===== src/rtl/store_buffer_fifo.sv =====
`default_nettype none
// ============================================================================
// Module   : store_buffer_fifo
// Brief    : In-order store buffer with youngest-entry coalescing, oldest-first
//            drain and youngest-match load forwarding.
// Revision : 1.0
// ============================================================================
module store_buffer_fifo #(
    parameter int DEPTH    = 4,
    parameter int ADDR_W   = 28,
    parameter int DATA_W   = 32,
    parameter int COALESCE = 1
) (
    input  logic                       clock,
    input  logic                       reset,
    input  logic                       flush,
    input  logic                       push_valid,
    output logic                       push_ready,
    input  logic [ADDR_W-1:0]          push_addr,
    input  logic [DATA_W-1:0]          push_data,
    input  logic [DATA_W/8-1:0]        push_be,
    output logic                       drain_valid,
    input  logic                       drain_ready,
    output logic [ADDR_W-1:0]          drain_addr,
    output logic [DATA_W-1:0]          drain_data,
    output logic [DATA_W/8-1:0]        drain_be,
    input  logic                       search_valid,
    input  logic [ADDR_W-1:0]          search_addr,
    output logic                       search_hit,
    output logic [DATA_W-1:0]          search_data,
    output logic [DATA_W/8-1:0]        search_be,
    output logic [$clog2(DEPTH):0]     count,
    output logic                       empty,
    output logic                       full
);

    localparam int c_PTR_W = $clog2(DEPTH);
    localparam int c_CNT_W = c_PTR_W + 1;
    localparam int c_BE_W  = DATA_W / 8;

    logic [ADDR_W-1:0]  r_addr [DEPTH];
    logic [DATA_W-1:0]  r_data [DEPTH];
    logic [c_BE_W-1:0]  r_be   [DEPTH];
    logic [c_PTR_W-1:0] r_head;
    logic [c_PTR_W-1:0] r_tail;
    logic [c_CNT_W-1:0] r_count;

    logic               w_empty;
    logic               w_full;
    logic [c_PTR_W-1:0] w_young;
    logic               w_drain_fire;
    logic               w_coalesce_hit;
    logic               w_push_fire;
    logic               w_push_new;
    logic [c_PTR_W-1:0] w_idx;
    logic               w_search_hit;
    logic [DATA_W-1:0]  w_search_data;
    logic [c_BE_W-1:0]  w_search_be;

    assign w_empty      = (r_count == '0);
    assign w_full       = (r_count == c_CNT_W'(DEPTH));
    assign w_young      = r_tail - c_PTR_W'(1);
    assign w_drain_fire = !w_empty && drain_ready;

    // Merging is barred when the only entry is leaving this very cycle.
    generate
        if (COALESCE != 0) begin : g_coalesce
            assign w_coalesce_hit = !w_empty
                                 && (push_addr == r_addr[w_young])
                                 && !((r_count == c_CNT_W'(1)) && w_drain_fire);
        end else begin : g_no_coalesce
            assign w_coalesce_hit = 1'b0;
        end
    endgenerate

    assign push_ready  = !flush && (!w_full || w_coalesce_hit);
    assign w_push_fire = push_valid && push_ready;
    assign w_push_new  = w_push_fire && !w_coalesce_hit;

    always_ff @(posedge clock or posedge reset) begin
        if (reset) begin
            r_head  <= '0;
            r_tail  <= '0;
            r_count <= '0;
        end else if (flush) begin
            r_head  <= '0;
            r_tail  <= '0;
            r_count <= '0;
        end else begin
            if (w_drain_fire) begin
                r_head <= r_head + c_PTR_W'(1);
            end
            if (w_push_new) begin
                r_tail <= r_tail + c_PTR_W'(1);
            end
            r_count <= r_count + {{(c_CNT_W-1){1'b0}}, w_push_new}
                               - {{(c_CNT_W-1){1'b0}}, w_drain_fire};
        end
    end

    // Payload storage carries no reset; validity is defined by head/count.
    always_ff @(posedge clock) begin
        if (w_push_fire) begin
            if (w_coalesce_hit) begin
                for (int b = 0; b < c_BE_W; b++) begin
                    if (push_be[b]) begin
                        r_data[w_young][b*8 +: 8] <= push_data[b*8 +: 8];
                    end
                end
                r_be[w_young] <= r_be[w_young] | push_be;
            end else begin
                r_addr[r_tail] <= push_addr;
                r_data[r_tail] <= push_data;
                r_be[r_tail]   <= push_be;
            end
        end
    end

    // Walk oldest to youngest so the last match seen is the youngest one.
    always_comb begin
        w_idx         = '0;
        w_search_hit  = 1'b0;
        w_search_data = '0;
        w_search_be   = '0;
        for (int i = 0; i < DEPTH; i++) begin
            w_idx = r_head + c_PTR_W'(i);
            if (search_valid && (c_CNT_W'(i) < r_count)
                && (r_addr[w_idx] == search_addr)) begin
                w_search_hit  = 1'b1;
                w_search_data = r_data[w_idx];
                w_search_be   = r_be[w_idx];
            end
        end
    end

    assign search_hit  = w_search_hit;
    assign search_data = w_search_data;
    assign search_be   = w_search_be;

    assign drain_valid = !w_empty;
    assign drain_addr  = r_addr[r_head];
    assign drain_data  = r_data[r_head];
    assign drain_be    = r_be[r_head];

    assign count = r_count;
    assign empty = w_empty;
    assign full  = w_full;

endmodule
`default_nettype wire


===== config.mk =====
export PLATFORM = sky130hd
export DESIGN_NAME = store_buffer_fifo
export DESIGN_NICKNAME = d
export VERILOG_FILES = /design/src/rtl/store_buffer_fifo.sv
export SDC_FILE = /design/constraint.sdc
export NUM_CORES = 1
export LEC_CHECK = 0
export CORE_UTILIZATION = 55
export DETAILED_ROUTE_END_ITERATION = 8
export PLACE_DENSITY = 0.78
export SYNTH_ARGS = -nofsm -noshare
export SYNTH_HDL_FRONTEND = slang
export SYNTH_SLANG_ARGS = --single-unit

===== constraint.sdc =====
create_clock -name clock -period 12.85 [get_ports clock]
set_input_delay 2.57 -clock clock [delete_from_list [all_inputs] [get_ports clock]]
set_output_delay 2.57 -clock clock [all_outputs]
set_load 0.03 [all_outputs]

After elaboration in Yosys (flattened, before gate mapping)
Memory sizes are Yosys's and may differ from the RTL's.
Cells that the tools add are included.
Word-level totals
  output and inout bits: 108
  bits in registers: 7
  bits of input ports: 98
  memories kept: 3
  memory bits (writable): 256
  word-level logic and storage cells: 96
Operators by class
  $add $sub $neg: 7
  bitwise logic cells: 1
  reductions and logical operators: 26
  $lt $le $gt $ge: 4
  eq/ne operators: 7
  mux-type cells: 45
Memories
  r_data: words 4, width 32, read ports 4, clocked after Yosys merged registers in 0, wr ports 1, RTL line 42  | logic [DATA_W-1:0] r_data [DEPTH];
  r_addr: words 4, width 28, read ports 5, clocked after Yosys merged registers in 0, wr ports 1, RTL line 41  | logic [ADDR_W-1:0] r_addr [DEPTH];
  r_be: words 4, width 4, read ports 5, clocked after Yosys merged registers in 0, wr ports 1, RTL line 43  | logic [c_BE_W-1:0] r_be [DEPTH];
Operator list (number)
  $mux W32: 5
  $eq A28 B28 Y1: 5
  $reduce_or A32 Y1: 1
  $mux W1: 27
  $mux W4: 6
  $logic_and A1 B1 Y1: 15
  $mux W2: 6
  $lt A1 B3 Y1 const A: 2
  $lt A2 B3 Y1 const A: 2
  $logic_not A1 Y1: 5
  $add A2 B1 Y2 const B: 2
  $add A2 B2 Y2 const B: 2
  $or A4 B4 Y4: 1
  $reduce_bool A2 Y1: 2
  $reduce_or A4 Y1: 1
  $add A3 B1 Y3: 1
  $eq A3 B1 Y1 const B: 1
  $eq A3 B3 Y1 const B: 1
  $logic_not A3 Y1: 1
  $mux W3: 1
  $sub A3 B1 Y3: 1
  $sub A2 B1 Y2 const B: 1
  $logic_or A1 B1 Y1: 1

Depth between registers and ports, before layout
  word-level depth: 13
  gate-level depth with buffers: 22
  depth with buffers taken out: 16

Worst setup path after synthesis
Ideal clock, no wire load.
  path kind: input port to output port
  start point: input search_addr[21]
  end point: output search_data[17]
  arrival: 5.472 ns
  data required time: 10.280 ns
  stages on the path: 11
  buffers on the path: 4
  path slack: 4.808 ns
  cells stage by stage: buf_1 > o2bb2ai_1 > a2111oi_0 > o22ai_1 > or4b_1 > clkbuf_1 > or2_1 > clkbuf_1 > buf_6 > a311o_1 > a21oi_1
On the way
  cells in the longest elaborated chain, start to end: 6
  elaborated cells on any way between the ends: 12
  those cells by class: eq/ne (4); mux (4); reduce/logical (4)
RTL lines
  from (decl): RTL line 28  | input logic [ADDR_W-1:0] search_addr,
  $eq A28 B28 Y1: RTL line 128  | && (r_addr[w_idx] == search_addr)) begin
  $logic_and A1 B1 Y1: RTL line 128
  $mux W32 (3 in series): RTL line 127  | if (search_valid && (c_CNT_W'(i) < r_count)
  $mux W32 (*): RTL line 127
  to (decl): RTL line 30  | output logic [DATA_W-1:0] search_data,
Every way passes the cells marked *; elsewhere a longest branch is shown, timed or not.

Worst setup path in the final report
  start point: input search_addr[23]
  end point: output search_data[11]
Same word-level chain as after synthesis.

==> impl_results.html <==
<table>
<tr><th>Metric</th><th>Value</th></tr>
<tr><th colspan="2">Run status</th></tr>
<tr><td>Outcome</td><td>finished, final reports clean</td></tr>
<tr><th colspan="2">Clock tree</th></tr>
<tr><td>Post CTS Setup Buffer Count</td><td>0</td></tr>
<tr><td>Quantity of hold-fixing buffers added after cts</td><td>0</td></tr>
<tr><td>Clk buf depth</td><td>3</td></tr>
<tr><td>Total clock buffers created by CTS</td><td>29</td></tr>
<tr><td>Number of sinks handled by clock tree synthesis</td><td>263</td></tr>
<tr><td>Deepest level of the CTS H-tree</td><td>1</td></tr>
<tr><td>Post-cts repair resize count</td><td>0</td></tr>
<tr><td>CTS tree</td><td>yes</td></tr>
<tr><td>Insertion delay of the later-clocked pin in the worst-skew pair</td><td>0.58 ns</td></tr>
<tr><td>Worst-path clk slew</td><td>0.06 ns</td></tr>
<tr><td>Root buffer selected by CTS</td><td>sky130_fd_sc_hd__clkbuf_16</td></tr>
<tr><th colspan="2">Drt</th></tr>
<tr><td>Uppermost signal routing layer after detailed routing</td><td>met5</td></tr>
<tr><td>Number of iterations in the first detailed-routing pass</td><td>9</td></tr>
<tr><td>Met3 wire length</td><td>8915 um</td></tr>
<tr><td>First DRT Iteration DRCs</td><td>2,434</td></tr>
<tr><td>Detail Route Antenna Nets</td><td>0</td></tr>
<tr><td>Wirelength per Cell</td><td>29.33 um</td></tr>
<tr><td>Routed vias/inst</td><td>7.354</td></tr>
<tr><td>Vias after detailed routing</td><td>16,834</td></tr>
<tr><td>Wire length the detailed router placed on met1</td><td>25,210 um</td></tr>
<tr><td>Total detailed-routing wirelength</td><td>67,140 um</td></tr>
<tr><td>Metal2 WL</td><td>30,220 um</td></tr>
<tr><td>DRC errors left</td><td>0</td></tr>
<tr><th colspan="2">Pwr</th></tr>
<tr><td>Worst vdd ir</td><td>0.1474 mV</td></tr>
<tr><td>Pwr Density</td><td>163.8 nW/um2</td></tr>
<tr><td>Final Total Pwr</td><td>3.692 mW</td></tr>
<tr><td>Leakage power summed over all cells</td><td>6.847 nW</td></tr>
<tr><th colspan="2">Critical path</th></tr>
<tr><td>Maximum fanout count along the critical path</td><td>12</td></tr>
<tr><td>Required time of the worst setup path</td><td>10.28 ns</td></tr>
<tr><td>Startpoint of the worst-slack reg-to-reg timing path</td><td>r_tail[0]</td></tr>
<tr><td>Length in cells of the worst reg-to-reg path</td><td>11</td></tr>
<tr><td>Crit path kind</td><td>input pin to output pin</td></tr>
<tr><td>Launching element type of the critical path</td><td>input pin</td></tr>
<tr><td>Worst endpoint data arrival time</td><td>7.34 ns</td></tr>
<tr><td>Worst Setup End Kind</td><td>output pin</td></tr>
<tr><td>Beginning of the critical path</td><td>search_addr[23]</td></tr>
<tr><td>End of the worst register-to-register path</td><td>r_data[2][15]</td></tr>
<tr><td>R2R Setup Slk</td><td>5.60 ns</td></tr>
<tr><th colspan="2">Yosys</th></tr>
<tr><td>Total of flip-flops plus latches after synthesis</td><td>263</td></tr>
<tr><td>Mux cell area share after synthesis</td><td>22.95%</td></tr>
<tr><td>Fraction of synthesized cell area taken by the top area cell type</td><td>39.76%</td></tr>
<tr><td>Cell area after synthesis</td><td>19,330 um2</td></tr>
<tr><td>Synth top area cells</td><td>sky130_fd_sc_hd__edfxtp_1 (40%), sky130_fd_sc_hd__mux2i_1 (11%), sky130_fd_sc_hd__mux4_2 (7.3%)</td></tr>
<tr><td>Post-synth EDFFs</td><td>256</td></tr>
<tr><td>Distinct cells, synth</td><td>84</td></tr>
<tr><td>Share of synthesized cell area in and, or, nand and nor gates</td><td>9.344%</td></tr>
<tr><td>Proportion of synthesized flip-flops having asynchronous set or reset</td><td>2.662%</td></tr>
<tr><td>Yosys Warn Count</td><td>0</td></tr>
<tr><td>Number of nets produced by synthesis</td><td>1,818</td></tr>
<tr><td>Adder-cell share of the synthesized area</td><td>0.6212%</td></tr>
<tr><td>Sequential cell area fraction in the yosys report</td><td>40.67%</td></tr>
<tr><td>Per-instance average area after synthesis</td><td>11.30 um2</td></tr>
<tr><td>Combinational family with the most area after synthesis</td><td>multiplexers</td></tr>
<tr><td>Fraction of the mapped netlist area in compound gates</td><td>16.55%</td></tr>
<tr><td>Most used flip-flop cell after synthesis</td><td>sky130_fd_sc_hd__edfxtp_1</td></tr>
<tr><td>Mapped Cells</td><td>1,711</td></tr>
<tr><td>Yosys top cell by area</td><td>sky130_fd_sc_hd__edfxtp_1</td></tr>
<tr><td>Post-synthesis share of cell area spent on xor and xnor gates</td><td>5.073%</td></tr>
<tr><th colspan="2">Final layout</th></tr>
<tr><td>Synth-to-layout area growth</td><td>16.59%</td></tr>
<tr><td>Most frequent cells in the layout</td><td>sky130_fd_sc_hd__edfxtp_1 (256), sky130_fd_sc_hd__mux2i_1 (221), sky130_fd_sc_hd__clkdlybuf4s50_1 (205), sky130_fd_sc_hd__nor2_1 (109), sky130_fd_sc_hd__xnor2_1 (94)</td></tr>
<tr><td>Share of final-layout standard cells stronger than drive strength 1</td><td>13.36%</td></tr>
<tr><td>Most common cell after layout, fill and taps aside</td><td>sky130_fd_sc_hd__edfxtp_1</td></tr>
<tr><td>Post-layout nets</td><td>1,918</td></tr>
<tr><td>Antenna cells</td><td>0</td></tr>
<tr><td>Finished layout cell area</td><td>22,540 um2</td></tr>
<tr><th colspan="2">Timing</th></tr>
<tr><td>WHS</td><td>0.6744 ns</td></tr>
<tr><td>Final Hold Fails</td><td>0</td></tr>
<tr><td>Final clock skew</td><td>0.01897 ns</td></tr>
<tr><td>Post-Route Setup TNS</td><td>0 ns</td></tr>
<tr><td>Endpoints failing setup</td><td>0</td></tr>
<tr><td>Maximum clock frequency</td><td>100.9 MHz</td></tr>
<tr><td>Unrepaired setup endpoints after global routing</td><td>false</td></tr>
<tr><td>Pin slew with the least headroom to its limit</td><td>1.341 ns</td></tr>
<tr><td>Total count of max-transition violations in the final report</td><td>0</td></tr>
<tr><td>Minimum clock period after layout</td><td>9.906 ns</td></tr>
<tr><td>Worst slew slack as a fraction of its limit</td><td>10.58%</td></tr>
<tr><td>Crit share post-route</td><td>77.09%</td></tr>
<tr><th colspan="2">Floorplanning</th></tr>
<tr><td>Die boundary height</td><td>189.5 um</td></tr>
<tr><td>X dimension of the die</td><td>189.5 um</td></tr>
<tr><td>IO Count</td><td>206</td></tr>
<tr><td>Core region area</td><td>34,540 um2</td></tr>
<tr><td># rows</td><td>68</td></tr>
<tr><td>Starting density of the core</td><td>55.97%</td></tr>
<tr><td>Die footprint</td><td>35,910 um2</td></tr>
<tr><th colspan="2">GRT</th></tr>
<tr><td>Largest net degree at the start of global routing</td><td>92</td></tr>
<tr><td>Total congestion overflow after global routing</td><td>0</td></tr>
<tr><td>Global-route usage over all layers</td><td>36.84%</td></tr>
<tr><td>Number of global-route vias before repair</td><td>15,761</td></tr>
<tr><td>First-pass GRT wire length</td><td>99,420 um</td></tr>
<tr><td>Antenna violations before repair</td><td>1</td></tr>
<tr><th colspan="2">Run</th></tr>
<tr><td>Maximum Capacitance Violations</td><td>0</td></tr>
<tr><th colspan="2">Min path</th></tr>
<tr><td>Number of cells traversed by the worst hold path</td><td>2</td></tr>
<tr><td>Hold Startpoint</td><td>r_tail[1]</td></tr>
<tr><td>Capture endpoint of the worst hold path</td><td>r_tail[1]</td></tr>
<tr><td>Worst hold path type</td><td>flip-flop to flip-flop</td></tr>
<tr><th colspan="2">Placed design</th></tr>
<tr><td>Port Buffers</td><td>205</td></tr>
<tr><td>Placed Instance Area</td><td>21,430 um2</td></tr>
<tr><td>Routability congestion estimate</td><td>1.024</td></tr>
<tr><td>Final HPWL from detailed placement</td><td>46,960 um</td></tr>
</table>
-- sequential cells by signal (all words and copies together), names as in the netlist --
register / count
count: 3
r_addr: 112
r_be: 16
r_data: 128
r_head: 2
r_tail: 2
-- critical path: stages --
cell	delay, ns
sky130_fd_sc_hd__clkdlybuf4s50_1	0.64
sky130_fd_sc_hd__xnor2_1	0.54
sky130_fd_sc_hd__nand2_1	0.10
sky130_fd_sc_hd__or4b_1	0.55
sky130_fd_sc_hd__or4b_1	0.73
sky130_fd_sc_hd__nor3_2	0.95
sky130_fd_sc_hd__o21ai_0	0.26
sky130_fd_sc_hd__a22oi_2	0.27
sky130_fd_sc_hd__clkdlybuf4s50_1	0.71
-- metrics by stage --
stage | std cells | utilization (%) | worst slack (ns)
finish | 2289 | 65.26 | 2.944
global route | 2289 | 65.26 | 2.870
CTS | 2289 | 65.26 | 3.011
detailed placement | 2235 | 62.05 | 3.043
global placement | 2235 | 62.05 | 3.145
floorplan | 1711 | - | 4.808
-- worst max path at each step --
| stage | slack, ns | depth (start not counted) | endpoint |
|---|---|---|---|
| 6_report | 2.94 | 9 | search_data[11] |
| 2_1_floorplan | 4.81 | 11 | search_data[17] |
| 4_1_cts | 3.01 | 9 | search_data[11] |
| 5_1_grt | 2.87 | 9 | search_data[30] |
| 3_3_place_gp | 3.14 | 9 | search_data[11] |
| 3_5_place_dp | 3.04 | 9 | search_data[11] |
-- routing by layer --
metal	GRT usage, %	vias to the layer above
met5	0	-
met4	14.02	2
met3	8.601	229
met2	57.17	1423
met1	50.11	8120
li1	-	7060
-- cell type report --
cell class / count / area [um2]
clock buffers: 40 / 935.9
clock inverters: 14 / 173.9
fillers: 2660 / 12000
inverters: 31 / 117.6
multi-input cells: 1250 / 10590
flip-flops and latches: 263 / 7871
well taps: 455 / 569.3
repair buffers: 236 / 2285
-- Yosys cell counts, types with 12 or more instances --
cell / number
sky130_fd_sc_hd__a2111oi_0: 24
sky130_fd_sc_hd__a211oi_1: 29
sky130_fd_sc_hd__a21oi_1: 76
sky130_fd_sc_hd__a22oi_1: 14
sky130_fd_sc_hd__a311oi_1: 14
sky130_fd_sc_hd__a31oi_1: 20
sky130_fd_sc_hd__a41oi_1: 24
sky130_fd_sc_hd__and2_1: 33
sky130_fd_sc_hd__buf_1: 17
sky130_fd_sc_hd__buf_2: 45
sky130_fd_sc_hd__buf_6: 12
sky130_fd_sc_hd__clkbuf_1: 82
sky130_fd_sc_hd__edfxtp_1: 256
sky130_fd_sc_hd__inv_1: 30
sky130_fd_sc_hd__mux2_2: 69
sky130_fd_sc_hd__mux2i_1: 221
sky130_fd_sc_hd__mux4_2: 63
sky130_fd_sc_hd__nand2_1: 36
sky130_fd_sc_hd__nand4_1: 52
sky130_fd_sc_hd__nor2_1: 112
sky130_fd_sc_hd__nor3_1: 34
sky130_fd_sc_hd__o211ai_1: 49
sky130_fd_sc_hd__o21ai_0: 48
sky130_fd_sc_hd__o22ai_1: 19
sky130_fd_sc_hd__xnor2_1: 94
sky130_fd_sc_hd__xor2_1: 18
-- power by group --
part,total [mW],internal (mW),switching [mW]
clock network,0.939,0.574,0.365
registers,1.08,1.00,0.0768
logic,1.68,0.651,1.03
total,3.69,2.22,1.47
-- logic make-up (layout without fill, tap and decap cells) --
logic type,count (synthesis),after routing
compound gates,433,433
buf+inv,198,321
simple gates,341,341
flops,263,263
fa+ha+maj,9,9
xor+xnor,112,112
mux,355,355
Note: power is estimated with default switching activity, not from simulation.
